--- src/rtl/conv_window_sequencer_pkg.sv ---
// Shared constants and encodings for the CNN co-processor window sequencer.
package cnn_pkg;

  localparam int N      = 8;
  localparam int IMG    = 28;
  localparam int FIL    = 3;
  localparam int OUTW   = IMG - FIL + 1;
  localparam int DEST_W = 10;

  typedef enum logic [2:0] {
    IDLE      = 3'd0,
    FETCH_FIL = 3'd1,
    RUN       = 3'd2,
    DRAIN     = 3'd3,
    DONE      = 3'd4
  } state_e;

  typedef enum logic [1:0] {
    OP_PASS      = 2'b00,
    OP_CONV      = 2'b01,
    OP_CONV_RELU = 2'b10,
    OP_RSVD      = 2'b11
  } op_e;

endpackage

--- src/rtl/conv_window_sequencer_if.sv ---
// Control/memory-side bundle of the window sequencer; slave is the sequencer itself.
interface conv_window_sequencer_if #(
  parameter int M_AW = 10,
  parameter int F_AW = 3
);
  import cnn_pkg::*;

  logic                start;
  logic [F_AW-1:0]     fil_sel;
  logic [1:0]          op;
  logic                stall;
  logic [M_AW-1:0]     img_addr;
  logic                img_rd_en;
  logic [F_AW-1:0]     fil_addr;
  logic                fil_rd_en;
  logic                W_en;
  logic [1:0]          R_out;
  logic [DEST_W-1:0]   dest;
  logic                busy;
  logic                done;

  modport master (
    output start, fil_sel, op, stall,
    input  img_addr, img_rd_en, fil_addr, fil_rd_en, W_en, R_out, dest, busy, done
  );

  modport slave (
    input  start, fil_sel, op, stall,
    output img_addr, img_rd_en, fil_addr, fil_rd_en, W_en, R_out, dest, busy, done
  );

endinterface

--- src/rtl/conv_window_sequencer_window_addr_gen.sv ---
// Walks the 26x26 window grid, presenting the issued window's top-left address and
// output index as registered outputs while keeping its own pointer to the next window.
module window_addr_gen
  import cnn_pkg::*;
#(
  parameter int M_AW = 10
) (
  input  logic              clock,
  input  logic              reset,
  input  logic              clear_i,
  input  logic              step_i,
  output logic [M_AW-1:0]   img_addr_o,
  output logic [DEST_W-1:0] dest_o,
  output logic              last_o
);

  localparam int CW = $clog2(OUTW);

  logic [CW-1:0]     row_q, row_d;
  logic [CW-1:0]     col_q, col_d;
  logic [M_AW-1:0]   curAddr_q, curAddr_d;
  logic [DEST_W-1:0] curDest_q, curDest_d;
  logic [M_AW-1:0]   imgAddr_q, imgAddr_d;
  logic [DEST_W-1:0] destOut_q, destOut_d;

  assign last_o     = (row_q == CW'(OUTW - 1)) && (col_q == CW'(OUTW - 1));
  assign img_addr_o = imgAddr_q;
  assign dest_o     = destOut_q;

  // Row wrap skips the FIL-1 pixels that no window can start on.
  always_comb begin
    row_d     = row_q;
    col_d     = col_q;
    curAddr_d = curAddr_q;
    curDest_d = curDest_q;
    imgAddr_d = imgAddr_q;
    destOut_d = destOut_q;
    if (clear_i) begin
      row_d     = '0;
      col_d     = '0;
      curAddr_d = '0;
      curDest_d = '0;
      imgAddr_d = '0;
      destOut_d = '0;
    end else if (step_i) begin
      imgAddr_d = curAddr_q;
      destOut_d = curDest_q;
      curDest_d = curDest_q + DEST_W'(1);
      if (col_q != CW'(OUTW - 1)) begin
        col_d     = col_q + CW'(1);
        curAddr_d = curAddr_q + M_AW'(1);
      end else begin
        col_d     = '0;
        row_d     = row_q + CW'(1);
        curAddr_d = curAddr_q + M_AW'(FIL);
      end
    end
  end

  always_ff @(posedge clock or negedge reset) begin
    if (!reset) begin
      row_q     <= '0;
      col_q     <= '0;
      curAddr_q <= '0;
      curDest_q <= '0;
      imgAddr_q <= '0;
      destOut_q <= '0;
    end else begin
      row_q     <= row_d;
      col_q     <= col_d;
      curAddr_q <= curAddr_d;
      curDest_q <= curDest_d;
      imgAddr_q <= imgAddr_d;
      destOut_q <= destOut_d;
    end
  end

endmodule

--- src/rtl/conv_window_sequencer.sv ---
// Sequences one 3x3 convolution pass over a 28x28 image: filter fetch, 676 window
// issues, pipeline drain, then a done pulse. Every output is a register.
module conv_window_sequencer
  import cnn_pkg::*;
#(
  parameter int M_AW      = 10,
  parameter int F_AW      = 3,
  parameter int DRAIN_CYC = 3
) (
  input logic                    clock,
  input logic                    reset,
  conv_window_sequencer_if.slave bus
);

  localparam int DC_W = (DRAIN_CYC > 1) ? $clog2(DRAIN_CYC) : 1;

  state_e          state_q, state_d;
  logic [F_AW-1:0] filSel_q, filSel_d;
  logic [F_AW-1:0] filAddr_q, filAddr_d;
  op_e             rOut_q, rOut_d;
  logic            filRdEn_q, filRdEn_d;
  logic            imgRdEn_q, imgRdEn_d;
  logic            wEn_q, wEn_d;
  logic            busy_q, busy_d;
  logic            done_q, done_d;
  logic [DC_W-1:0] drainCnt_q, drainCnt_d;
  logic            genClear, genStep, genLast;

  window_addr_gen #(.M_AW(M_AW)) u_addr_gen (
    .clock      (clock),
    .reset      (reset),
    .clear_i    (genClear),
    .step_i     (genStep),
    .img_addr_o (bus.img_addr),
    .dest_o     (bus.dest),
    .last_o     (genLast)
  );

  assign bus.fil_addr  = filAddr_q;
  assign bus.fil_rd_en = filRdEn_q;
  assign bus.img_rd_en = imgRdEn_q;
  assign bus.W_en      = wEn_q;
  assign bus.R_out     = rOut_q;
  assign bus.busy      = busy_q;
  assign bus.done      = done_q;

  // done_q is visible while already back in IDLE, so a start in that cycle is refused too.
  always_comb begin
    state_d    = state_q;
    filSel_d   = filSel_q;
    filAddr_d  = filAddr_q;
    rOut_d     = rOut_q;
    filRdEn_d  = 1'b0;
    imgRdEn_d  = 1'b0;
    wEn_d      = 1'b0;
    busy_d     = busy_q;
    done_d     = 1'b0;
    drainCnt_d = drainCnt_q;
    genClear   = 1'b0;
    genStep    = 1'b0;
    case (state_q)
      IDLE: begin
        if (bus.start && !done_q) begin
          filSel_d = bus.fil_sel;
          rOut_d   = op_e'(bus.op);
          genClear = 1'b1;
          busy_d   = 1'b1;
          state_d  = FETCH_FIL;
        end
      end
      FETCH_FIL: begin
        if (!bus.stall) begin
          filRdEn_d = 1'b1;
          filAddr_d = filSel_q;
          state_d   = RUN;
        end
      end
      RUN: begin
        if (!bus.stall) begin
          imgRdEn_d = 1'b1;
          wEn_d     = 1'b1;
          genStep   = 1'b1;
          if (genLast) begin
            drainCnt_d = '0;
            state_d    = DRAIN;
          end
        end
      end
      DRAIN: begin
        if (drainCnt_q == DC_W'(DRAIN_CYC - 1)) begin
          drainCnt_d = '0;
          state_d    = DONE;
        end else begin
          drainCnt_d = drainCnt_q + DC_W'(1);
        end
      end
      DONE: begin
        done_d  = 1'b1;
        busy_d  = 1'b0;
        state_d = IDLE;
      end
      default: state_d = IDLE;
    endcase
  end

  always_ff @(posedge clock or negedge reset) begin
    if (!reset) begin
      state_q    <= IDLE;
      filSel_q   <= '0;
      filAddr_q  <= '0;
      rOut_q     <= OP_PASS;
      filRdEn_q  <= 1'b0;
      imgRdEn_q  <= 1'b0;
      wEn_q      <= 1'b0;
      busy_q     <= 1'b0;
      done_q     <= 1'b0;
      drainCnt_q <= '0;
    end else begin
      state_q    <= state_d;
      filSel_q   <= filSel_d;
      filAddr_q  <= filAddr_d;
      rOut_q     <= rOut_d;
      filRdEn_q  <= filRdEn_d;
      imgRdEn_q  <= imgRdEn_d;
      wEn_q      <= wEn_d;
      busy_q     <= busy_d;
      done_q     <= done_d;
      drainCnt_q <= drainCnt_d;
    end
  end

endmodule

--- src/flat_wrapper.sv ---
// flat-port wrapper written by rule: the top's interface ports become plain ports
module conv_window_sequencer_flat import cnn_pkg::*;
#(
  parameter int M_AW      = 10,
  parameter int F_AW      = 3,
  parameter int DRAIN_CYC = 3
)
  (clock, reset, bus_start, bus_fil_sel, bus_op, bus_stall, bus_img_addr, bus_img_rd_en, bus_fil_addr, bus_fil_rd_en, bus_W_en, bus_R_out, bus_dest, bus_busy, bus_done);
  conv_window_sequencer_if #(.M_AW(M_AW), .F_AW(F_AW)) bus_i ();
  input logic clock;
  input logic reset;
  input wire logic [$bits(bus_i.start)-1:0] bus_start;
  input wire logic [$bits(bus_i.fil_sel)-1:0] bus_fil_sel;
  input wire logic [$bits(bus_i.op)-1:0] bus_op;
  input wire logic [$bits(bus_i.stall)-1:0] bus_stall;
  output wire logic [$bits(bus_i.img_addr)-1:0] bus_img_addr;
  output wire logic [$bits(bus_i.img_rd_en)-1:0] bus_img_rd_en;
  output wire logic [$bits(bus_i.fil_addr)-1:0] bus_fil_addr;
  output wire logic [$bits(bus_i.fil_rd_en)-1:0] bus_fil_rd_en;
  output wire logic [$bits(bus_i.W_en)-1:0] bus_W_en;
  output wire logic [$bits(bus_i.R_out)-1:0] bus_R_out;
  output wire logic [$bits(bus_i.dest)-1:0] bus_dest;
  output wire logic [$bits(bus_i.busy)-1:0] bus_busy;
  output wire logic [$bits(bus_i.done)-1:0] bus_done;
  assign bus_i.start = bus_start;
  assign bus_i.fil_sel = bus_fil_sel;
  assign bus_i.op = bus_op;
  assign bus_i.stall = bus_stall;
  assign bus_img_addr = bus_i.img_addr;
  assign bus_img_rd_en = bus_i.img_rd_en;
  assign bus_fil_addr = bus_i.fil_addr;
  assign bus_fil_rd_en = bus_i.fil_rd_en;
  assign bus_W_en = bus_i.W_en;
  assign bus_R_out = bus_i.R_out;
  assign bus_dest = bus_i.dest;
  assign bus_busy = bus_i.busy;
  assign bus_done = bus_i.done;
  conv_window_sequencer #(.M_AW(M_AW), .F_AW(F_AW), .DRAIN_CYC(DRAIN_CYC)) u_core (.clock(clock), .reset(reset), .bus(bus_i));
endmodule
--- config.mk ---
export PLATFORM = sky130hd
export DESIGN_NAME = conv_window_sequencer_flat
export DESIGN_NICKNAME = d
export VERILOG_FILES = /design/src/rtl/conv_window_sequencer_pkg.sv /design/src/rtl/conv_window_sequencer_if.sv /design/src/rtl/conv_window_sequencer_window_addr_gen.sv /design/src/rtl/conv_window_sequencer.sv /design/src/flat_wrapper.sv
export SDC_FILE = /design/constraint.sdc
export NUM_CORES = 1
export LEC_CHECK = 0
export ABC_AREA = 1
export CORE_MARGIN = 2
export CORE_UTILIZATION = 59
export DETAILED_ROUTE_END_ITERATION = 8
export PLACE_DENSITY = 0.81
export SETUP_SLACK_MARGIN = 0.05
export SLEW_MARGIN = 20
export SYNTH_ARGS = -nofsm -noshare
export SYNTH_HDL_FRONTEND = slang
export SYNTH_HIERARCHICAL = 1
export SYNTH_SLANG_ARGS = --single-unit
--- constraint.sdc ---
create_clock -name clock -period 2.7 [get_ports clock]
set_input_delay 0.405 -clock clock [delete_from_list [all_inputs] [get_ports clock]]
set_output_delay 0.405 -clock clock [all_outputs]
set_load 0.01 [all_outputs]
# Word-level counts from Yosys, hierarchy flattened
# Index checks and enable logic that the tools add are counted.
[word_totals]
in_bits = 9
out_inout_bits = 30
ff_bits = 67
[classes]
reduce_logical = 13
addsub = 6
bitwise_logic = 1
eq_ne = 14
mux = 33
[ops]
columns = ["operator", "count"]
rows = [
  ["two-way mux 10 bit", 9],
  ["two-way mux 5 bit", 6],
  ["adder 10 x 1 -> 10 bit (second input constant)", 2],
  ["two-way mux 3 bit", 5],
  ["case mux 3 bit (4 select lines)", 1],
  ["adder 10 x 2 -> 10 bit (second input constant)", 1],
  ["adder 5 x 1 -> 5 bit (second input constant)", 2],
  ["== test 5 bit (second input constant)", 2],
  ["inequality test 2 x 1 -> 1 bit (second input constant)", 4],
  ["AND reduction 2 bit", 4],
  ["two-way mux 1 bit", 7],
  ["== test 3 x 2 -> 1 bit (second input constant)", 2],
  ["two-way mux 2 bit", 3],
  ["nonzero test 2 bit", 3],
  ["inequality test 5 bit (second input constant)", 1],
  ["AND reduction 5 bit", 1],
  ["inequality test 2 bit (second input constant)", 2],
  ["case mux 2 bit (2 select lines)", 1],
  ["== test 3 x 1 -> 1 bit (second input constant)", 1],
  ["== test 3 bit (second input constant)", 1],
  ["zero test 3 bit", 1],
  ["AND reduction 3 bit", 1],
  ["adder 2 x 1 -> 2 bit (second input constant)", 1],
  ["== test 2 bit (second input constant)", 1],
  ["4 further kinds", 5],
]

# Logic depth before layout (Yosys ltp)
[logic_depth]
word_depth = 6
ltp_mapped = 13
depth_no_buf = 13

# Hierarchy
# Netlist, hierarchy kept.
[by_module_without_submodules]
columns = ["mod", "cells_per_inst", "area_each_um2", "seq_area_each_um2", "n_inst"]
rows = [
  ["window_addr_gen", 262, 2313.5, 1251.2, 1],
  ["conv_window_sequencer", 83, 755.7, 425.4, 1],
]

# Worst setup path after synthesis
# OpenSTA, ideal clock, no wires.
[synth_timing]
kind = "reg2reg"
start = "register u_core.state_q[0]"
end = "register u_core.u_addr_gen.curDest_q[8]"
stages_incl_launch_ff = 11
setup_time_ns = 0.119
slack_ns = 0.878
arrival_time_ns = 1.703
path_cell_list = "dfrtp_1 > nor2_4 > nand2_4 > nor2_1 > inv_2 > nand2_4 > nand3_4 > nor2_4 > nand2_1 > o21ai_1 > nor2_1"
[synth_via]
elab_chain_cells = 3
elab_cells_between_ends = 6
cone_classes = "eq/ne (1); mux (3); reduce/logical (2)"
[synth_rtl]
columns = ["element", "line", "source"]
rows = [
  ["from (decl)", "conv_window_sequencer.sv:17", "state_e state_q, state_d;"],
  ["from (signal assigned)", "conv_window_sequencer.sv:119", "state_q <= state_d;"],
  ["== test 3 x 2 -> 1 bit", "conv_window_sequencer.sv:61", "case (state_q)"],
  ["two-way mux 1 bit", "conv_window_sequencer.sv:61", ""],
  ["via u_core.genStep", "conv_window_sequencer.sv:27", "logic genClear, genStep, genLast;"],
  ["nonzero test 2 bit (no source line)", "-", ""],
  ["to (signal assigned)", "conv_window_sequencer_window_addr_gen.sv:72", "curDest_q <= curDest_d;"],
  ["to (decl)", "conv_window_sequencer_window_addr_gen.sv:22", "logic [DEST_W-1:0] curDest_q, curDest_d;"],
]
# The timed path passes the listed nets, and every way through them passes these cells.
# A chain may end at the register's enable or synchronous reset.

# Worst setup path in the final report
[layout_timing]
start = "register u_core.state_q[0]"
end = "register u_core.u_addr_gen.curDest_q[8]"
[layout_via]
elab_chain_cells = 3
elab_cells_between_ends = 6
cone_classes = "eq/ne (1); mux (3); reduce/logical (2)"
[layout_rtl]
columns = ["element", "line"]
rows = [
  ["zero test 3 bit *", "conv_window_sequencer.sv:61"],
  ["two-way mux 1 bit *", "conv_window_sequencer.sv:61"],
  ["via u_core.genClear", "conv_window_sequencer.sv:27"],
  ["two-way mux 10 bit or nonzero test 2 bit (tied branches)", "-"],
]
# Mark *: on every way through the listed nets, which the timed path passes. The rest lies on a longest branch.

==> summary by stage <==
STA
The final worst clock skew is 5.91 ps. The count of endpoints failing setup in the final report is 0. The worst path meets setup with 625 ps of slack. At the pin with the least slew margin, the transition time is 677 ps. The post-route setup TNS is 0 ps. Headroom to the max-slew limit came out at 0.548. Based on the critical path, the design can be clocked at up to 0.482 GHz. Counting I/O delays and the setup requirement, the final critical path takes 2080 ps. The final hold violation count is 0. Of the available clock period, the critical path in the final layout requires 0.769.

Setup repair after global routing left no endpoint under its margin. The count of final max-slew check failures is 0.

GRT
Entering global routing, the biggest net connects 39 pins. The total overflow left after global routing is 0. The wire length of the first global-routing pass is 11.2 mm.

The number of global-route vias before repair is 2,505. The total routing usage reported by global routing is 0.243. The initial antenna violation count is 0.

Place
Prior to clock tree synthesis, the placed netlist has a worst setup slack of 377 ps. Once detailed placement completed, the half-perimeter wirelength came to 4.55 mm. During placement, the flow inserted port buffers numbering 38. After detailed placement, the total cell area comes to 3550 sq um. Routability-driven placement finished with a final weighted congestion of 0.850.

Clock tree
The worst-skew pair later-pin latency is 340 ps. The H-tree was split into 3 levels. Clock tree synthesis inserted a total of 9 buffers. The post-cts gate resize count is 0.

The clock-pin slew on the worst setup and hold paths is 70 ps. For this design, the CTS-stage hold fixing added 0 buffers. TritonCTS built the clock tree.

In this run the clock root is driven by a sky130_fd_sc_hd__clkbuf_8. The buffers inserted during post-CTS setup optimization is 0. Counting every sink on the clock net gives 67. Counting along the longest clock path gives a buffer depth of 2.

Pwr
Dividing total power by cell area gives a power density of 966 nW/um^2. For this design the static power due to leakage is 1.80 nW. The worst ir drop on vdd is 0.000639 V.

Status
The flow ran to the end, and the final reports show no timing, DRC or antenna violations.

Logic synthesis
The synthesized area is 3070 sq um. In the synthesized netlist, the number of instances is 345. The number of nets handed over by synthesis was 361. In the post-synthesis netlist, the cell with the most instances is sky130_fd_sc_hd__nand2_1. The synthesized area per cell is 8.90 sq um. Synthesis inferred 67 register bits. The number of distinct library cell variants in the gate-level netlist after synthesis is 34.

The share of the Yosys chip area taken by registers is 0.546. Summed over all instances, the cell type with the most area after synthesis is sky130_fd_sc_hd__dfrtp_1. The async set-or-reset flop fraction in the synthesized netlist is 1.00. The most used flip-flop cell after synthesis is sky130_fd_sc_hd__dfrtp_1. The number of warnings printed during yosys synthesis is 6. Of the post-synthesis cell area, the dominant cell type holds 0.546. By area the synthesized netlist is led by sky130_fd_sc_hd__dfrtp_1 (55%), sky130_fd_sc_hd__nand2_1 (11%), sky130_fd_sc_hd__o21ai_0 (5.2%). The count of flip-flops with a built-in enable after synthesis is 0.

Counting instances in the post-synthesis netlist gives the leading cell types as sky130_fd_sc_hd__nand2_1 (94), sky130_fd_sc_hd__dfrtp_1 (67), sky130_fd_sc_hd__inv_1 (32), sky130_fd_sc_hd__o21ai_0 (32), sky130_fd_sc_hd__nor2_1 (23).

Min path
The class of the tightest hold or removal check is input pin to asynchronous set/reset pin.

Worst setup path
In this run the worst setup path begins at u_core/state_q[0]. The cell with the biggest individual delay on the critical path is sky130_fd_sc_hd__dfrtp_1. The endpoint identified for the worst register-to-register timing path is u_core/u_addr_gen/curDest_q[8].

At the worst endpoint, the arrival time is 2310 ps. The critical path capture point type is a flip-flop. At the worst endpoint, the required time is 2930 ps. The largest single stage delay on the critical path is 480 ps.

The start of the worst register-to-register path is u_core/state_q[0]. STA classifies the critical path startpoint as a flip-flop. Of all nets on the critical path, the largest fanout is 17. The critical path class is flip-flop to flip-flop. The register-to-register path setup slack is 620 ps. The most critical setup path has its endpoint at u_core/u_addr_gen/curDest_q[8].

Walking the worst path, the cells encountered are nor2_4 -> nand4_4 -> inv_2 -> inv_2 -> nand2_4 -> nand3_4 -> nor2_4 -> nand2_1 -> o21ai_1 -> nor2_1. For the worst flop-to-flop path, the logic depth is 10.

Layout
Of the cells placed in the final design, the portion with a size suffix greater than 1 is 0.111. The repair_antennas step left the layout with diodes totalling 0. The area of all placed cells without fillers is 3720 sq um. At the end of the flow, the number of nets in the layout was 408. The final standard cell utilization of the core is 0.733. From synthesis to final layout, the design area changed by 21.2%.

Drt
The vias per cell is 5.24. The final routed DRC violation total is 0. The antenna violation net count after detailed routing is 0. The pre-antenna-repair detailed-routing pass consisted of 4 iterations. The detailed router placed 2,449 vias in this run. Wires add up to 6.34 mm. After the first detailed-routing iteration, the DRC count stood at 121.

After detailed routing, the average wire length per cell comes to 13.6 um.

Floorplan
The vertical die dimension is 76.1 um. From left edge to right edge, the die measures 76.1 um. The die footprint is 5800 sq um. The placement row count is 26. The core box area is 5070 sq um. The top-level I/O count is 39. The starting density of the core is 0.605.

Run
The max-capacitance violation count is 0.
## sequential cells by signal (all words and copies together) (netlist names), 3 cells and up
| signal | count |
|---|---|
| u_core/bus.fil_addr | 3 |
| u_core/filSel_q | 3 |
| u_core/state_q | 3 |
| u_core/u_addr_gen/col_q | 5 |
| u_core/u_addr_gen/curAddr_q | 10 |
| u_core/u_addr_gen/curDest_q | 10 |
| u_core/u_addr_gen/dest_o | 10 |
| u_core/u_addr_gen/img_addr_o | 10 |
| u_core/u_addr_gen/row_q | 5 |
## cells in the final DEF (no fill, tap or decap), types with 4 or more instances in the layout
cell,instances
sky130_fd_sc_hd__buf_4,5
sky130_fd_sc_hd__clkbuf_8,11
sky130_fd_sc_hd__nor3_1,4
sky130_fd_sc_hd__nand2_1,94
sky130_fd_sc_hd__inv_1,32
sky130_fd_sc_hd__inv_2,5
sky130_fd_sc_hd__nand3_1,20
sky130_fd_sc_hd__xor2_1,5
sky130_fd_sc_hd__clkdlybuf4s50_1,37
sky130_fd_sc_hd__nand4_1,5
sky130_fd_sc_hd__nor2_1,23
sky130_fd_sc_hd__dfrtp_1,67
sky130_fd_sc_hd__nor2_2,7
sky130_fd_sc_hd__a21oi_1,12
sky130_fd_sc_hd__o21ai_0,32
sky130_fd_sc_hd__ha_1,6
## logic make-up after synthesis
logic type      share of synthesized area
simple gates                        0.256
xor+xnor                           0.0143
compound gates                     0.0938
flops                               0.546
buf+inv                            0.0587
fa+ha+maj                          0.0310
## worst min path at each step
stage                                           to                      startpoint  slack [ps]
global route                     u_core/state_q[2]                           reset         150
floorplan                      u_core/bus.R_out[0]                           reset         110
finish                           u_core/state_q[2]                           reset         100
global placement    u_core/u_addr_gen/curAddr_q[7]  u_core/u_addr_gen/curAddr_q[7]         450
detailed placement     u_core/u_addr_gen/dest_o[2]     u_core/u_addr_gen/dest_o[2]         460
CTS                              u_core/state_q[2]                           reset         120
## stage by stage
stage | instances | hold WS, ps | power, mW
final | 467 | 99.6 | 3.60
after global routing | 467 | 152 | 3.85
after CTS | 467 | 121 | 3.63
after detailed placement | 451 | 465 | 2.88
after global placement | 451 | 453 | 2.82
after floorplan | 345 | 109 | 2.34
## power by group
part           switching [mW]  total, mW  internal, mW
logic                   0.722       1.28         0.557
clock network           0.355      0.737         0.382
registers               0.268       1.58          1.31
total                    1.34       3.60          2.25
## worst max-delay path: cells and delay by family (launching register included)
kind | cells | cell delay [ps]
buf+inv | 2 | 470
flops | 1 | 480
simple gates | 7 | 890
compound gates | 1 | 120
## area by class of cell
| cell class | count | area (sq um) |
|---|---|---|
| clock buffer | 14 | 163 |
| tap | 70 | 87.6 |
| sequential | 67 | 1680 |
| timing repair buffer | 44 | 433 |
| clock inverter | 2 | 10.0 |
| fill | 398 | 1350 |
| inverter | 37 | 139 |
| multi-input combinational | 233 | 1210 |
## per-layer routing
metal | GRT usage | vias up | routed length, um
li1 | - | 1210 | -
met1 | 0.298 | 1167 | 2760
met2 | 0.414 | 61 | 3170
met3 | 0.0569 | 11 | 284
met4 | 0.104 | 0 | 127
met5 | 0 | - | 0
No activity file was read; power rests on OpenSTA's default activity.
